--- src/rtl/rv_prefetch_pkg.sv ---
// Shared constants and helpers for the instruction prefetch unit.
// No logic of its own; pure compile-time definitions.
// Entry layout is {pc, inst, fault}, fault in bit 0.
package rv_prefetch_pkg;

  // Size of one instruction word in bytes; sequential fetch stride.
  localparam int unsigned ISA_INST_SIZE = 4;

  // Architectural reset vector: first fetch address out of reset.
  localparam logic [31:0] ISA_RVEC = 32'h0000_0080;

  // Width of one queue entry {pc, inst, fault} for a given XLEN.
  function automatic int unsigned entry_width(input int unsigned xlen);
    return 2 * xlen + 1;
  endfunction

endpackage

--- src/rtl/rv_prefetch_sync_fifo.sv ---
// Generic synchronous FIFO with synchronous clear, head data shown directly.
// Latency: a pushed word is visible at data_o the cycle after the push.
// Backpressure: push when full and pop when empty are ignored; callers track count_o.
module rv_prefetch_sync_fifo #(
  parameter int unsigned Width = 8,
  parameter int unsigned Depth = 4
) (
  input  logic                   clk,
  input  logic                   rst_n,
  input  logic                   clr_i,
  input  logic                   push_i,
  input  logic [Width-1:0]       data_i,
  input  logic                   pop_i,
  output logic [Width-1:0]       data_o,
  output logic [$clog2(Depth):0] count_o
);

  localparam int unsigned AW = (Depth > 1) ? $clog2(Depth) : 1;
  localparam int unsigned CW = $clog2(Depth) + 1;

  logic [Width-1:0] mem_q [Depth];
  logic [AW-1:0]    wr_ptr_q, rd_ptr_q;
  logic [CW-1:0]    cnt_q;
  logic             do_push, do_pop;

  // Pointers wrap explicitly so non-power-of-two depths work too.
  function automatic logic [AW-1:0] ptr_inc(input logic [AW-1:0] p);
    return (p == AW'(Depth - 1)) ? '0 : p + AW'(1);
  endfunction

  assign do_push = push_i && (cnt_q != CW'(Depth));
  assign do_pop  = pop_i && (cnt_q != '0);
  assign data_o  = mem_q[rd_ptr_q];
  assign count_o = cnt_q;

  // Pointer and occupancy bookkeeping; clear acts like reset.
  always_ff @(posedge clk) begin
    if (!rst_n || clr_i) begin
      wr_ptr_q <= '0;
      rd_ptr_q <= '0;
      cnt_q    <= '0;
    end else begin
      if (do_push) wr_ptr_q <= ptr_inc(wr_ptr_q);
      if (do_pop)  rd_ptr_q <= ptr_inc(rd_ptr_q);
      if (do_push && !do_pop) cnt_q <= cnt_q + CW'(1);
      else if (do_pop && !do_push) cnt_q <= cnt_q - CW'(1);
    end
  end

  // Storage array; contents are don't-care until written.
  always_ff @(posedge clk) begin
    if (do_push && !clr_i) mem_q[wr_ptr_q] <= data_i;
  end

endmodule

--- src/rtl/rv_prefetch.sv ---
// Instruction prefetch queue with multiple in-flight fetches and epoch-style flush (RV_PREFETCH_BYPASS_EN adds same-cycle bypass).
// Latency: response visible on inst_* one cycle after fetch_rvalid (zero cycles via bypass when queue empty).
// Backpressure: fetch_req is credit-gated on queue occupancy plus in-flight count; inst_ready pops the head.
module rv_prefetch
  import rv_prefetch_pkg::*;
#(
  parameter int unsigned     Width          = 32,
  parameter int unsigned     Depth          = 4,
  parameter int unsigned     MaxOutstanding = 2,
  parameter logic [Width-1:0] ResetValue    = Width'(ISA_RVEC)
) (
  input  logic             clk,
  input  logic             rst_n,
  output logic             fetch_req,
  output logic [Width-1:0] fetch_addr,
  input  logic             fetch_gnt,
  input  logic             fetch_rvalid,
  input  logic [Width-1:0] fetch_rdata,
  input  logic             fetch_fault,
  output logic             inst_valid,
  output logic [Width-1:0] inst,
  output logic [Width-1:0] inst_pc,
  output logic             inst_fault,
  input  logic             inst_ready,
  input  logic             redirect,
  input  logic [Width-1:0] redirect_pc,
  input  logic             halt
);

  localparam int unsigned EntryW = entry_width(Width);
  localparam int unsigned QCntW  = $clog2(Depth) + 1;
  localparam int unsigned PCntW  = $clog2(MaxOutstanding) + 1;
  localparam int unsigned SumW   = QCntW + 1;

  logic [Width-1:0]  fetch_addr_q, fetch_addr_d;
  logic [PCntW-1:0]  drop_q, drop_d;
  logic              stop_q, stop_d;

  logic [QCntW-1:0]  q_cnt;
  logic [PCntW-1:0]  pc_cnt;
  logic [EntryW-1:0] q_head, q_wdata;
  logic [Width-1:0]  pc_head;
  logic [SumW-1:0]   outstanding;
  logic              q_empty, q_push, q_pop;
  logic              grant, rsp_live, rsp_stale, byp_vld;

  // In-flight requests = live ones (PC FIFO) + stale ones awaiting discard.
  assign outstanding = SumW'(pc_cnt) + SumW'(drop_q);
  assign q_empty     = (q_cnt == '0);

  // Credit check: never issue more than the queue could absorb.
  always_comb begin
    fetch_req = rst_n && !redirect && !halt && !stop_q
             && ((SumW'(q_cnt) + outstanding) < SumW'(Depth))
             && (outstanding < SumW'(MaxOutstanding));
  end

  assign fetch_addr = fetch_addr_q;
  assign grant      = fetch_req && fetch_gnt;
  // A response during a redirect belongs to the old stream and is dropped.
  assign rsp_stale  = fetch_rvalid && (drop_q != '0);
  assign rsp_live   = fetch_rvalid && (drop_q == '0) && !redirect;

`ifdef RV_PREFETCH_BYPASS_EN
  assign byp_vld = q_empty && rsp_live;
`else
  assign byp_vld = 1'b0;
`endif

  // A bypassed entry that is consumed immediately never enters the queue.
  assign q_push  = rsp_live && !(byp_vld && inst_ready);
  assign q_pop   = !q_empty && inst_ready && !redirect;
  assign q_wdata = {pc_head, fetch_rdata, fetch_fault};

  rv_prefetch_sync_fifo #(
    .Width (EntryW),
    .Depth (Depth)
  ) u_inst_q (
    .clk     (clk),
    .rst_n   (rst_n),
    .clr_i   (redirect),
    .push_i  (q_push),
    .data_i  (q_wdata),
    .pop_i   (q_pop),
    .data_o  (q_head),
    .count_o (q_cnt)
  );

  rv_prefetch_sync_fifo #(
    .Width (Width),
    .Depth (MaxOutstanding)
  ) u_pc_fifo (
    .clk     (clk),
    .rst_n   (rst_n),
    .clr_i   (redirect),
    .push_i  (grant),
    .data_i  (fetch_addr_q),
    .pop_i   (rsp_live),
    .data_o  (pc_head),
    .count_o (pc_cnt)
  );

  // Head presentation: queue head first, otherwise the bypassed response; zero when idle.
  always_comb begin
    inst_valid = 1'b0;
    inst       = '0;
    inst_pc    = '0;
    inst_fault = 1'b0;
    if (!q_empty) begin
      inst_valid = 1'b1;
      inst_pc    = q_head[2*Width:Width+1];
      inst       = q_head[Width:1];
      inst_fault = q_head[0];
    end else if (byp_vld) begin
      inst_valid = 1'b1;
      inst_pc    = pc_head;
      inst       = fetch_rdata;
      inst_fault = fetch_fault;
    end
  end

  // Next-state for fetch address, stale-response counter and fault stop.
  always_comb begin
    fetch_addr_d = fetch_addr_q;
    drop_d       = drop_q;
    stop_d       = stop_q;
    if (grant) fetch_addr_d = fetch_addr_q + Width'(ISA_INST_SIZE);
    if (rsp_stale) drop_d = drop_q - PCntW'(1);
    if (rsp_live && fetch_fault) stop_d = 1'b1;
    if (redirect) begin
      fetch_addr_d = redirect_pc & ~Width'(3);
      // Everything still in flight, minus a response landing now, is stale.
      drop_d       = PCntW'(outstanding - SumW'(fetch_rvalid));
      stop_d       = 1'b0;
    end
  end

  // Control state registers.
  always_ff @(posedge clk) begin
    if (!rst_n) begin
      fetch_addr_q <= ResetValue;
      drop_q       <= '0;
      stop_q       <= 1'b0;
    end else begin
      fetch_addr_q <= fetch_addr_d;
      drop_q       <= drop_d;
      stop_q       <= stop_d;
    end
  end

endmodule

--- config.mk ---
export PLATFORM = sky130hd
export DESIGN_NAME = rv_prefetch
export DESIGN_NICKNAME = d
export VERILOG_FILES = /design/src/rtl/rv_prefetch_pkg.sv /design/src/rtl/rv_prefetch_sync_fifo.sv /design/src/rtl/rv_prefetch.sv
export SDC_FILE = /design/constraint.sdc
export NUM_CORES = 1
export LEC_CHECK = 0
export CORE_MARGIN = 4
export CORE_UTILIZATION = 40
export DETAILED_ROUTE_END_ITERATION = 16
export GPL_TIMING_DRIVEN = 0
export PLACE_DENSITY = 0.6
export SKIP_LAST_GASP = 1
export SYNTH_ARGS = -nofsm -noshare
export SYNTH_HDL_FRONTEND = slang
export SYNTH_SLANG_ARGS = --single-unit
--- constraint.sdc ---
create_clock -name clk -period 10.9 [get_ports clk]
set_input_delay 2.18 -clock clk [delete_from_list [all_inputs] [get_ports clk]]
set_output_delay 2.18 -clock clk [all_outputs]
set_load 0.02 [all_outputs]
==> reports/qor.yml, run 1 <==
status: "finished clean"
ir_drop_mv: 0.106
cts.path.max_buffers: 3
ys.flop_type: "edfxtp_1"
ys_seq_elements: 359
antenna_found_initial: 0
post_cts_buffers: 0
row_count: 69
yosys-top-cells-count: "edfxtp_1 (312), and2_1 (70), mux4_2 (63), dfxtp_1 (47), nor2_1 (32)"
grt_pass1_vias: 8366
skew_ps: 23.0
yosys_warnings: 0
fin_cells: 1535
cts_buffers: 40
cp_top_family: "buffers and inverters"
path_max_fanout: 4
critical_path_class: "input pin to primary output"
drv_cap: 0
ys_top_cells_by_area: "edfxtp_1 (65%), mux4_2 (9.8%), dfxtp_1 (6.5%)"
crit_slowest_cell: "clkdlybuf4s50_1"
drt_pass1_iterations: 5
crit_top_cell: "clkdlybuf4s50_1"
drt-total-wl_mm: 31.9
period_share_pct: 55.5
syn_area_sq_um: 14400
grt_pass1_wl_mm: 49.6
power.share.clock_pct: 43.1
end_kind: "primary output"
htree_levels: 2
cp_cell_sequence: "clkdlybuf4s50_1 > nor4b_4 > and3_1 > clkdlybuf4s50_1"
slew_headroom_pct: 25.1
sw_frac_of_total_pct: 21.7
routed_via_density: 5.19
synth_top_area_share_pct: 64.8
synth_mux_area_share_pct: 12.6
maxSlewViolCount: 0
coreArea_sq_um: 35600
clock_latency_ps: 530
place.gp.congestion: 0.862
fillers: 2987
fin_nets: 1130
ctsResizeCount: 0
root_buffer: "clkbuf_16"
die_w_um: 198
worst_pin_slew_ps: 1120
initial_utilization_pct: 40.6
drc: 0
ant_nets: 0
rsz0062_at_grt: "no"
critPathBufInv: 2
power_switching_uw: 683
synth_cell_types: 55
die-area_sq_um: 39200
grt-ovfl-total: 0
start_kind: "input pin"
synth_top_family_by_area: "multiplexers"
hold_viol_final: 0
drtIter0Drc: 458
ctsHoldBuffers: 0
postSynthCellCount: 831
hold_slack_ps: 489
async_reset_ff_share_pct: 0
wl_per_cell_um: 20.8
synth_simple_gate_area_share_pct: 8.22
via_count: 7970
cts_tree: "built"
p_leak_uw: 0.00583
grt_max_degree: 54
yosysSeqAreaShare_pct: 71.4
path_clk_slew_ps: 60
finalCriticalPeriod_ps: 6050
power_density_nw_per_um2: 173
globalRouteTotalUtil_pct: 16.3
power_frac_seq_pct: 49.1
p_int_uw: 2460
setup_violations: 0
pwr-share-comb_pct: 7.8
avgSynthCellArea_sq_um: 17.4
required_ps: 8720
dp.cells: 1462
cp_slowest_stage_delay_ps: 630
yosysMostFrequentCell: "edfxtp_1"
synth_edf_count: 312
areaGrowthSynthToFinish_pct: 25.7
io_buffers: 162
setup_tns_ps: 0
max_freq_mhz: 165
die_y_um: 198
hold_class: "register to register"
drive_gt1_share_pct: 17.9
num_antenna_cells: 0
clock_sinks: 359
synth_adder_area_share_pct: 1.40
hpwlAfterDp_mm: 20.9
critPathArrivalTime_ps: 3870
pin_count: 171
synthXorXnorAreaFrac_pct: 1.27
synth_largest_area_cell: "edfxtp_1"
synth_compound_area_share_pct: 3.40
state kept, by name, summed over array words and instances, names as in the netlist, named ones only:
signal              cells
u_inst_q.mem_q        252
u_pc_fifo.mem_q        60
fetch_addr             30
u_inst_q.count_o        3
drop_q                  2
u_inst_q.rd_ptr_q       2
u_inst_q.wr_ptr_q       2
u_pc_fifo.count_o       2
stop_q                  1
u_pc_fifo.rd_ptr_q      1
u_pc_fifo.wr_ptr_q      1
layout by cell type (no fill, tap or decap), types with 6 or more instances in the layout:
cell / Yosys / final
nor3_1: 10 / 10
buf_2: 10 / 10
clkinv_1: 1 / 9
edfxtp_1: 312 / 312
clkinv_2: 0 / 6
inv_1: 15 / 15
a21oi_1: 20 / 20
dfxtp_1: 47 / 47
nand2_1: 25 / 25
nand4_1: 9 / 9
a31oi_1: 10 / 10
clkbuf_1: 25 / 31
clkbuf_16: 0 / 42
clkdlybuf4s50_1: 0 / 162
ha_1: 13 / 13
nand3_1: 15 / 15
xnor2_1: 14 / 14
mux2_2: 30 / 30
a211oi_1: 8 / 8
nor2_1: 32 / 32
o21ai_0: 28 / 28
mux2i_1: 6 / 6
mux4_2: 63 / 63
and2_1: 70 / 65
xor2_1: 7 / 7
power groups by stage:
stage                     Clock, uW  Combinational, uW  Sequential [uW]
after floorplan                   0                119             1570
after global placement            0                243             1570
after detailed placement          0                248             1570
after CTS                      1390                249             1540
after global routing           1450                265             1550
final                          1360                245             1540
per-layer routing:
layer  up-vias  GRT usage, %  part of all wire (%)
met5         -             0                     0
met1      3983          23.4                    45
met4         0          3.83                   1.7
li1       3681             -                     -
met2       263          26.0                    47
met3        43          3.37                   6.6
tightest hold or removal path, delay by kind of cell, from the launching register on:
family | cells | cell delay [ps]
AO/OA/AOI/OAI | 1 | 70
flip-flops | 1 | 310
AND/OR/NAND/NOR | 1 | 50
area by class of cell:
cell class              instances  area, sq um  area share [%]
plain buffers                  42          193            1.06
multi-input cells             417         3920            21.6
flip-flops and latches        359        10300            56.8
clock buffers                  48         1070            5.91
clock inverters                25          269            1.48
inverters                      16         60.1           0.331
well taps                     461          577            3.18
repair buffers                167         1760            9.69
logic make-up (layout without fill, tap and decap cells):
kind of cell	Yosys count	after routing
XOR/XNOR	21	21
AND/OR/NAND/NOR	197	197
multiplexers	99	99
adder cells (fa/ha/maj)	15	15
other	1	4
AO/OA/AOI/OAI	81	81
flip-flops	359	359
buffers and inverters	58	298
path summary, 6_finish.rpt:
kind / start / to / slack, ps / depth (start not counted)
min reg2reg: u_inst_q.rd_ptr_q[1]$_SDFFE_PP0P_ / u_inst_q.rd_ptr_q[1]$_SDFFE_PP0P_ / 490 / 2
min: u_inst_q.rd_ptr_q[1]$_SDFFE_PP0P_ / u_inst_q.rd_ptr_q[1]$_SDFFE_PP0P_ / 490 / 2
max reg2reg: u_pc_fifo.count_o[0]$_SDFFE_PP0P_ / u_pc_fifo.mem_q[1][24]$_DFFE_PP_ / 7020 / 7
max: halt / fetch_req / 4850 / 4
metrics by stage:
step	power, uW	worst slack (ps)	instance area, sq um	utilization (%)
floorplan	1690	5780	14500	-
global placement	1820	3820	16700	46.8
detailed placement	1820	4880	16800	47.3
CTS	3190	4870	18200	51.0
global route	3260	4790	18200	51.0
finish	3140	4850	18200	51.0
Power figures use the tool's default switching activity.
==> run 2, diff against run 1 <==
--- a/config.mk
+++ b/config.mk
@@ -9,7 +9,7 @@
 export CORE_UTILIZATION = 40
 export DETAILED_ROUTE_END_ITERATION = 16
 export GPL_TIMING_DRIVEN = 0
-export PLACE_DENSITY = 0.6
+export PLACE_DENSITY = 0.63
 export SKIP_LAST_GASP = 1
 export SYNTH_ARGS = -nofsm -noshare
 export SYNTH_HDL_FRONTEND = slang
==> constraint.sdc (replaced) <==
create_clock -name clk -period 5.56 [get_ports clk]
set_input_delay 1.112 -clock clk [delete_from_list [all_inputs] [get_ports clk]]
set_output_delay 1.112 -clock clk [all_outputs]
set_load 0.02 [all_outputs]
==> reports/qor.yml, run 2 (same netlist as run 1, synthesis figures left out) <==
design_area_sq_um: 18100  # was 18,200 sq um
globalRouteTotalUtil_pct: 15.9  # was 16.3%
finalCriticalPeriod_ps: 4380
period_share_pct: 78.7
hold_class: "register to register"  # unchanged
required_ps: 4450  # was 8720 ps
setup_violations: 0  # unchanged
num_antenna_cells: 0  # unchanged
drive_gt1_share_pct: 18.2  # was 17.9%
finish.utilization_pct: 51.0  # about the same
cts_buffers: 40  # unchanged
top_register: "u_inst_q.mem_q"  # unchanged
root_buffer: "clkbuf_16"  # unchanged
ctsHoldBuffers: 0  # unchanged
row_count: 69  # unchanged
end_kind: "primary output"  # unchanged
hold_slack_ps: 486  # was 489 ps
p_leak_uw: 0.00582  # was 0.00583 uW
via_count: 8043  # was 7,970
power_density_nw_per_um2: 335  # was 173 nW/um^2
post_cts_buffers: 0  # unchanged
drt-total-wl_mm: 31.2  # was 31.9 mm
p_total_uw: 6080  # was 3140 uW
path_clk_slew_ps: 60  # about the same
final.setup.worst_slack_ps: 1180  # was 4850 ps
grt-ovfl-total: 0  # unchanged
worst_pin_slew_ps: 1050  # was 1120 ps
skew_ps: 20.1  # was 23.0 ps
die-area_sq_um: 39200  # unchanged
reg2reg_depth: 7  # unchanged
hpwlAfterDp_mm: 20.7  # was 20.9 mm
drtIter0Drc: 493  # was 458
clock_sinks: 359  # unchanged
placed_cell_area_sq_um: 16800  # unchanged
r2r-start: "u_pc_fifo.count_o[0]$_SDFFE_PP0P_"  # unchanged
final_cell_mix: "edfxtp_1 (312), clkdlybuf4s50_1 (162), and2_1 (65), mux4_2 (63), dfxtp_1 (47)"  # unchanged
antenna_found_initial: 0  # unchanged
routed_via_density: 5.24  # was 5.19
hold_viol_final: 0  # unchanged
hold_path.startpoint: "u_inst_q.rd_ptr_q[1]$_SDFFE_PP0P_"  # unchanged
hold_depth: 2  # unchanged
path_max_fanout: 5  # was 4
critical_path_class: "register to primary output"  # was input pin to primary output
largest_register_ffs: 252  # unchanged
max_freq_mhz: 229
ant_nets: 0  # unchanged
crit_slowest_cell: "clkdlybuf4s50_1"  # unchanged
place.gp.congestion: 0.866  # was 0.862
critPathArrivalTime_ps: 3260  # was 3870 ps
cts_tree: "built"  # unchanged
wl_per_cell_um: 20.3  # was 20.8 um
drt_pass1_iterations: 5  # unchanged
clock_latency_ps: 520  # was 530 ps
rrSetupSlack_ps: 1730  # was 7020 ps
cp_cell_sequence: "ha_1 > fa_1 > ha_1 > a31oi_1 > and3_1 > clkdlybuf4s50_1"  # was clkdlybuf4s50_1 > nor4b_4 > and3_1 > clkdlybuf4s50_1
hold_end: "u_inst_q.rd_ptr_q[1]$_SDFFE_PP0P_"  # unchanged
coreArea_sq_um: 35600  # unchanged
htree_levels: 2  # unchanged
die_w_um: 198  # unchanged
fillers: 2985  # was 2,987
startpoint: "u_pc_fifo.count_o[0]$_SDFFE_PP0P_"  # was halt
crit_top_cell: "ha_1"  # was clkdlybuf4s50_1
drc: 0  # unchanged
pin_count: 171  # unchanged
cts.path.max_buffers: 3  # unchanged
worstReg2RegEnd: "u_pc_fifo.mem_q[1][27]$_DFFE_PP_"  # was u_pc_fifo.mem_q[1][24]$_DFFE_PP_
ir_drop_mv: 0.234  # was 0.106 mV
final_common_cell: "edfxtp_1"  # unchanged
maxSlewViolCount: 0  # unchanged
drv_cap: 0  # unchanged
grt_max_degree: 54  # unchanged
areaGrowthSynthToFinish_pct: 25.5  # was 25.7%
dp_slack_ps: 1480  # was 4880 ps
rsz0062_at_grt: "no"  # unchanged
io_buffers: 162  # unchanged
cp_slowest_stage_delay_ps: 620  # was 630 ps
fin_nets: 1130  # unchanged
slew_headroom_pct: 29.5  # was 25.1%
ctsResizeCount: 0  # unchanged
start_kind: "register"  # was input pin
grt_pass1_vias: 8180  # was 8,366
initial_utilization_pct: 40.6  # unchanged
die_y_um: 198  # unchanged
status: "finished clean"  # unchanged
grt_pass1_wl_mm: 48.6  # was 49.6 mm
-- run 2: cell count changes in the layout (fill, tap and decap cells not counted), sizes merged --
| cell | change |
|---|---|
| inv | +1 |
| bufinv | -2 |
| clkbuf | +2 |
| clkinv | -1 |
-- run 2: critical path: cells and delay by family, from the launching register on --
kind                     cells  cell delay, ps
adder cells (fa/ha/maj)      3            1100
buffers and inverters        1             620
AO/OA/AOI/OAI                1             400
flip-flops                   1             360
AND/OR/NAND/NOR              1             260
-- run 2: layout make-up --
cell class	instances	area, sq um	area share, %
clock inverters	23	213	1.17
repair buffers	167	1760	9.70
plain buffers	42	193	1.06
well taps	461	577	3.18
flip-flops and latches	359	10300	56.9
inverters	16	60.1	0.331
clock buffers	50	1100	6.07
multi-input cells	417	3920	21.6
-- run 2: routing by layer --
layer  GRT usage, %  wire length, um  share of wire, %
met4           4.08              594               1.9
met1           21.9            13500                43
met5              0                0                 0
met2           26.3            15000                48
met3           3.34             2130               6.8
-- run 2: power by group --
part           leakage, uW  switching (uW)  internal, uW
Combinational      0.00198             248           230
Sequential         0.00321            48.9          2980
Clock             0.000640            1020          1550
Total              0.00582            1320          4760
-- run 2: worst max path at each step --
stage / end / slack, ps / cells after the start
detailed placement: u_inst_q.count_o[2]$_SDFFE_PP0P_ / 1480 / 9
global placement: u_inst_q.mem_q[0][7]$_DFFE_PP_ / -350 / 4
finish: fetch_req / 1180 / 6
global route: inst_pc[13] / 1000 / 5
floorplan: u_pc_fifo.mem_q[0][10]$_DFFE_PP_ / 1480 / 7
CTS: inst_pc[13] / 1140 / 5
-- run 2: metrics by stage --
step	std cells	setup TNS, ps
final	1535	0
after global routing	1535	0
after CTS	1535	0
after detailed placement	1462	0
after global placement	1457	-75320
after floorplan	834	0
==> run 3, diff against run 2 <==
==> constraint.sdc (replaced) <==
create_clock -name clk -period 3.5 [get_ports clk]
set_input_delay 0.7 -clock clk [delete_from_list [all_inputs] [get_ports clk]]
set_output_delay 0.7 -clock clk [all_outputs]
set_load 0.02 [all_outputs]
==> reports/qor.yml, run 3 (same netlist as run 1, synthesis figures left out) <==
status: "finished clean"  # unchanged
drtIter0Drc: 529  # was 493
largest_register_ffs: 252  # unchanged
max_freq_mhz: 300
cts_buffers: 38  # was 40
hold_viol_final: 0  # unchanged
io_buffers: 162  # unchanged
globalRouteTotalUtil_pct: 16.0  # was 15.9%
worst_pin_slew_ps: 1030  # was 1050 ps
drt_pass1_iterations: 5  # unchanged
grt_max_degree: 53  # was 54
p_total_uw: 9580  # was 6080 uW
fillers: 3017  # was 2,985
htree_levels: 2  # unchanged
cts_tree: "built"  # unchanged
fin_nets: 1134  # was 1,130
reg2reg_depth: 9  # was 7
critical_path_class: "register to register"  # was register to primary output
die-area_sq_um: 39200  # unchanged
drc: 0  # unchanged
required_ps: 3950  # was 4450 ps
row_count: 69  # unchanged
ant_nets: 0  # unchanged
areaGrowthSynthToFinish_pct: 25.7  # was 25.5%
p_leak_uw: 0.00587  # was 0.00582 uW
hold_depth: 2  # unchanged
fin_cells: 1536  # was 1,535
via_count: 8016  # was 8,043
top_register: "u_inst_q.mem_q"  # unchanged
drive_gt1_share_pct: 19.8  # was 18.2%
start_kind: "register"  # unchanged
drt-total-wl_mm: 31.7  # was 31.2 mm
design_area_sq_um: 18200  # was 18,100 sq um
hold_class: "register to register"  # unchanged
path_clk_slew_ps: 60  # about the same
final_cell_mix: "edfxtp_1 (312), clkdlybuf4s50_1 (160), and2_1 (65), mux4_2 (63), dfxtp_1 (44)"  # was edfxtp_1 (312), clkdlybuf4s50_1 (162), and2_1 (65), mux4_2 (63), dfxtp_1 (47)
antenna_found_initial: 0  # unchanged
place.gp.congestion: 0.869  # was 0.866
pin_count: 171  # unchanged
setup_tns_ps: 0  # unchanged
grt_pass1_wl_mm: 48.6  # about the same
num_antenna_cells: 0  # unchanged
routed_via_density: 5.22  # was 5.24
final_common_cell: "edfxtp_1"  # unchanged
drv_cap: 0  # unchanged
path_max_fanout: 9  # was 5
coreArea_sq_um: 35600  # unchanged
slew_headroom_pct: 30.7  # was 29.5%
critPathArrivalTime_ps: 3780  # was 3260 ps
clock_latency_ps: 520  # about the same
hpwlAfterDp_mm: 20.7  # about the same
maxSlewViolCount: 0  # unchanged
initial_utilization_pct: 40.6  # unchanged
rsz0062_at_grt: "no"  # unchanged
period_share_pct: 95.2
placed_cell_area_sq_um: 16800  # about the same
cts.path.max_buffers: 3  # unchanged
die_w_um: 198  # unchanged
end_kind: "register"  # was primary output
setup_violations: 0  # unchanged
dp.cells: 1461  # was 1,462
grt_pass1_vias: 8329  # was 8,180
clock_sinks: 359  # unchanged
root_buffer: "clkbuf_16"  # unchanged
ir_drop_mv: 0.327  # was 0.234 mV
power_density_nw_per_um2: 528  # was 335 nW/um^2
skew_ps: 26.7  # was 20.1 ps
die_y_um: 198  # unchanged
grt-ovfl-total: 0  # unchanged
wl_per_cell_um: 20.7  # was 20.3 um
finalCriticalPeriod_ps: 3330
## run 3: power breakdown
group          switching, uW  total (uW)  internal, uW
clock                   1550        4010          2450
combinational            398         773           375
sequential              78.4        4810          4730
## run 3: cell type report
type / count / area (sq um) / share of cell area [%]
buffer: 40 / 215 / 1.18
clock buffer: 50 / 1040 / 5.71
clock inverter: 18 / 215 / 1.18
inverter: 16 / 60.1 / 0.331
multi-input combinational: 419 / 3970 / 21.8
sequential: 359 / 10300 / 56.8
tap: 461 / 577 / 3.18
timing repair buffer: 173 / 1780 / 9.79
## run 3: final timing paths
path                                             to  slack, ps                         startpoint
setup / recovery  u_pc_fifo.count_o[1]$_SDFFE_PP0P_        170  u_pc_fifo.count_o[0]$_SDFFE_PP0P_
hold / removal                             register        490  u_inst_q.rd_ptr_q[1]$_SDFFE_PP0P_
setup reg to reg  u_pc_fifo.count_o[1]$_SDFFE_PP0P_        170  u_pc_fifo.count_o[0]$_SDFFE_PP0P_
hold reg to reg                            register        490  u_inst_q.rd_ptr_q[1]$_SDFFE_PP0P_
## run 3: per-stage QoR
step	utilization, %	setup WS, ps	hold slack [ps]
3_3_place_gp	46.9	-2010	470
5_1_grt	51.1	21.1	516
6_report	51.1	169	488
3_5_place_dp	47.2	-492	488
4_1_cts	51.0	-76.2	497
2_1_floorplan	-	53.0	453
## run 3: timing repair
item	in CTS	in global routing
setup endpoints to repair	125	36
pin swaps	2	0
setup buffers	7	0
hold buffers	0	0
gates resized for setup	27	7
cloned	2	0
## run 3: layer usage
layer	vias to the layer above	share of wire, %	routed length (um)	GRT usage (%)
met5	-	0	0	0
met4	0	1.8	557	3.47
met3	41	7.0	2210	3.35
met2	260	48	15100	26.3
met1	4027	44	13900	22.2
li1	3688	-	-	-
## run 3: critical path: stages (launching register included)
cell,delay [ps]
dfxtp_1,430
ha_1,220
fa_2,490
ha_1,340
a31oi_4,240
nand4_2,330
a21oi_2,380
ha_1,330
or3_1,350
a21oi_1,150
